==> config.mk <==
export PLATFORM = sky130hd
export DESIGN_NAME = shift_seq
export DESIGN_NICKNAME = d
export VERILOG_FILES = /design/src/rtl/shift_seq.sv
export SDC_FILE = /design/constraint.sdc
export NUM_CORES = 1
export LEC_CHECK = 0
export ABC_AREA = 1
export CORE_ASPECT_RATIO = 0.8
export CORE_MARGIN = 2
export CORE_UTILIZATION = 30
export CTS_BUF_LIST = sky130_fd_sc_hd__clkbuf_8
export DETAILED_ROUTE_END_ITERATION = 12
export PLACE_DENSITY = 0.6
export RECOVER_POWER = 50
export SYNTH_ARGS = -nofsm -noshare
export SYNTH_HDL_FRONTEND = slang
export SYNTH_SLANG_ARGS = --single-unit
==> constraint.sdc <==
create_clock -name clk_i -period 4.08 [get_ports clk_i]
set_input_delay 0.612 -clock clk_i [delete_from_list [all_inputs] [get_ports clk_i]]
set_output_delay 0.612 -clock clk_i [all_outputs]
set_load 0.005 [all_outputs]
==> src/rtl/shift_seq.sv <==
// Sequential barrel-free shifter: one bit per cycle, SLL/SRL/SRA or pass-through.
// Result register feeds the ALU result mux; done_o pulses when salida_o is final.
module shift_seq #(
  parameter int N  = 32,
  parameter int SW = $clog2(N)
) (
  input  logic         clk_i,
  input  logic         rst_ni,
  input  logic [N-1:0] a_i,
  input  logic [N-1:0] b_i,
  input  logic [1:0]   operacion_i,
  input  logic         start_i,
  output logic [N-1:0] salida_o,
  output logic         busy_o,
  output logic         done_o
);

  typedef enum logic [1:0] {
    ST_IDLE  = 2'b00,
    ST_SHIFT = 2'b01,
    ST_DONE  = 2'b10
  } state_t;

  state_t        r_state;
  logic [N-1:0]  r_res;
  logic [SW-1:0] r_cnt;
  logic [1:0]    r_op;
  logic          r_busy;
  logic          r_done;

  logic [SW-1:0] w_shamt;
  logic          w_go_shift;
  logic          w_unused_b;

  // Single-bit step of the selected shift; reserved op leaves the value alone.
  function automatic logic [N-1:0] shift_one(input logic [N-1:0] v, input logic [1:0] op);
    logic [N-1:0] r;
    case (op)
      2'b00:   r = {v[N-2:0], 1'b0};
      2'b01:   r = {1'b0, v[N-1:1]};
      2'b10:   r = {v[N-1], v[N-1:1]};
      default: r = v;
    endcase
    return r;
  endfunction

  assign w_shamt    = b_i[SW-1:0];
  assign w_go_shift = (w_shamt != '0) && (operacion_i != 2'b11);
  assign w_unused_b = ^b_i[N-1:SW];

  // Control FSM, operand/result registers and registered status flags.
  always_ff @(posedge clk_i) begin
    if (!rst_ni) begin
      r_state <= ST_IDLE;
      r_res   <= '0;
      r_cnt   <= '0;
      r_op    <= 2'b00;
      r_busy  <= 1'b0;
      r_done  <= 1'b0;
    end else begin
      case (r_state)
        ST_IDLE, ST_DONE: begin
          if (start_i) begin
            r_res <= a_i;
            r_cnt <= w_shamt;
            r_op  <= operacion_i;
            if (w_go_shift) begin
              r_state <= ST_SHIFT;
              r_busy  <= 1'b1;
              r_done  <= 1'b0;
            end else begin
              r_state <= ST_DONE;
              r_busy  <= 1'b0;
              r_done  <= 1'b1;
            end
          end else begin
            r_state <= ST_IDLE;
            r_busy  <= 1'b0;
            r_done  <= 1'b0;
          end
        end
        ST_SHIFT: begin
          r_res <= shift_one(r_res, r_op);
          // Counter never wraps: a zero count here is treated as the last step.
          if (r_cnt <= SW'(1)) begin
            r_cnt   <= '0;
            r_state <= ST_DONE;
            r_busy  <= 1'b0;
            r_done  <= 1'b1;
          end else begin
            r_cnt   <= r_cnt - SW'(1);
            r_state <= ST_SHIFT;
            r_busy  <= 1'b1;
            r_done  <= 1'b0;
          end
        end
        default: begin
          r_state <= ST_IDLE;
          r_busy  <= 1'b0;
          r_done  <= 1'b0;
        end
      endcase
    end
  end

  assign salida_o = r_res;
  assign busy_o   = r_busy;
  assign done_o   = r_done;

endmodule
==> summary.txt <==
Floorplanning
  • Core area: 8521 µm²
  • Die width: 108.8 µm
  • Die area: 9554 µm²
  • Initial Util: 30.93%
  • Die height: 87.83 µm
  • Io pins: 103
  • Site Rows: 30

Yosys
  • Synth unique cells: 25
  • Synth Area in Compound Gates: 15.95%
  • Cells after Synth: 432
  • Avg Inst Size Synth: 6.100 µm²
  • Post-synthesis net count: 506
  • Syn. warnings: 0
  • EDFF count, synth: 0
  • Xor and xnor fraction of the mapped netlist area: 0.3324%
  • Most frequent cell after synthesis: nand2_1
  • Synth Area in Simple Gates: 38.41%
  • Area leader, netlist: dfxtp_1
  • Flops & latches, synth: 41
  • Post-synth top cells: 115 x nand2_1, 70 x a21oi_1, 45 x inv_1
  • Post-synthesis mux area share: 0%
  • Largest family of logic cells by synthesized area: simple AND/OR/NAND/NOR gates
  • Netlist Area Pre-Place: 2635 µm²
  • Post-synthesis sequential area ratio: 31.15%
  • Yosys top cell area share: 31.15%
  • Ranking of synthesized cells by area: dfxtp_1 31%, nand2_1 16%, a21oi_1 13%
  • Synth Flop Type: dfxtp_1
  • Post-Synth Adder-Cell Area: 2.374%
  • Ys async rst share: 0%

Layout
  • NumNets Final: 564
  • Number of fill cells: 896
  • FF+latch area: 820.8 µm²
  • Area taken by multi-input logic gates: 1504 µm²
  • Layout cell share with drive strength beyond 1: 4.073%
  • Final std cells w/o fill: 603
  • Finished Core Util: 41.04%
  • N_diodes: 0
  • Area Growth Syn to Fin: 32.72%

Detailed routing
  • Number of DRC markers in iteration 0: 119
  • Initial DRT Pass Iterations: 4
  • DR WL/cell: 12.11 µm
  • Drt total wl: 7302 µm
  • Vias per Instance: 4.723
  • DRC Markers: 0
  • Antenna-violating nets left: 0
  • Vias: 2848

Power
  • Total power per unit cell area: 353.1 nW/µm²
  • Peak supply drop: 129.5 µV
  • Leakage: 1.539 nW
  • Total power: 0.001235 W

Global route
  • Largest net degree at the start of global routing: 63
  • GRT Util Overall: 16.36%
  • Antenna violations before repair: 0
  • First-pass GRT wire length: 12610 µm
  • Vias in the first global route: 2751
  • Grt ovf: 0

Critical path
  • CP top delay family: buffers and inverters
  • WS Path Type: reg -> reg
  • Bufs and invs on worst path: 3
  • Crit path max fanout: 32
  • CP arrival: 2470 ps
  • Required @ worst endpoint: 4300 ps
  • Crit end category: flip-flop
  • Slowest stage delay, CP: 760 ps
  • Slowest cell on the critical path: inv_1
  • Crit path cell chain: inv_1, ha_1, buf_4, inv_1, a21oi_1, nand2_1, a21oi_1, nor2_1
  • Startpoint types: flip-flop

Timing
  • Worst slew pin tran: 1053 ps
  • Max Clk Rate: 445.0 MHz
  • PnR worst setup slack: 1833 ps
  • Slew HR: 29.65%
  • Post-Route Setup TNS: 0 ps
  • Clk_skew: 6.730 ps
  • RSZ-0062 raised after global routing: no
  • Period minus WS final: 2247 ps
  • Final period util: 55.08%
  • Final setup fails: 0
  • Final slew viol count: 0
  • Final Hold Vio Count: 0

Place
  • Placed Instances: 595
  • PortBufs: 75
  • Final HPWL from detailed placement: 4794 µm
  • DP Worst Slack: 1684 ps
  • Routability Congestion: 0.8038

Clocking
  • Worst-Skew Late Latency: 290 ps
  • CTS tree: done
  • Clock buffer depth: 2
  • Clk sinks: 41
  • Hold Buf Count CTS: 0
  • Worst-path clk slew: 80 ps
  • Setup Buffers After CTS: 0
  • Post-CTS Resized: 0
  • Num CTS Buffers: 5
  • Clk root buf: clkbuf_8
  • H-Tree Depth: 2

Run
  • Max Cap Viol: 0

Run status
  • Status: finished, final reports clean

Min path
  • HP Class: reg -> reg
## path summary, 6_finish.rpt
kind | end | from | cells past startpoint | slack, ps
worst min-delay path | salida_o[31] | salida_o[31] | 2 | 530
worst min register to register | salida_o[31] | salida_o[31] | 2 | 530
worst max register to register | salida_o[8] | r_op[0] | 8 | 1830
worst max-delay path | salida_o[8] | r_op[0] | 8 | 1830
## cell usage in the layout (no fill, tap or decap), drive strengths merged
cell type	n
nand2	118
a21oi	70
inv	48
dfxtp	41
nor2	41
clkdlybuf4s50	40
dlygate4sd3	35
nand3	35
or2	30
o21ai	14
ha	5
clkbuf	5
buf	3
nand3b	2
clkinv	2
nor3	1
xor2	1
## worst reg2reg max path, delay by kind of cell, from the launching register on
family | cells | cell delay (ps)
buffers and inverters | 3 | 1100
DFF | 1 | 340
adders and majority gates | 1 | 290
AOI/OAI and AO/OA | 2 | 230
and+or+nand+nor | 2 | 230
## state kept, by name, summed over array words and instances, names as in the netlist
name and flops:
r_state 1, r_op 2, busy_o 1, salida_o 32, r_cnt 5
## layer usage
layer	vias to the layer above	global-route usage [%]	wire length (µm)
met5	-	0	0
met3	9	3.423	447
li1	1471	-	-
met4	0	4.079	65
met1	1295	21.25	3578
met2	73	27.84	3209
## area by class of cell
| type | instances | area share, % |
|---|---|---|
| multi-input combinational | 317 | 43.01 |
| sequential | 41 | 23.47 |
| timing repair buffer | 78 | 22.11 |
| inverter | 47 | 5.045 |
| tap | 112 | 4.007 |
| clock buffer | 5 | 1.968 |
| clock inverter | 3 | 0.3936 |
## logic make-up (layout without fill, tap and decap cells)
logic type      after synthesis  count (layout)
compound gates               84              84
xor+xnor                      1               1
simple gates                227             227
fa+ha+maj                     5               5
buf+inv                      74             133
flops                        41              41
## per-stage QoR
stage / cell area (µm²) / hold WS [ps]
after global routing: 3497 / 551.7
final: 3497 / 529.7
after global placement: 3415 / 503.8
after detailed placement: 3415 / 520.2
after floorplan: 2635 / 474.1
after CTS: 3497 / 532.7
## power by group
group / leakage, nW / switching (W) / internal (W)
clock: 0.0491 / 0.000145 / 0.000116
sequential: 0.341 / 0.0000571 / 0.000457
combinational: 1.15 / 0.000256 / 0.000203
(Power assumes the default switching activity.)
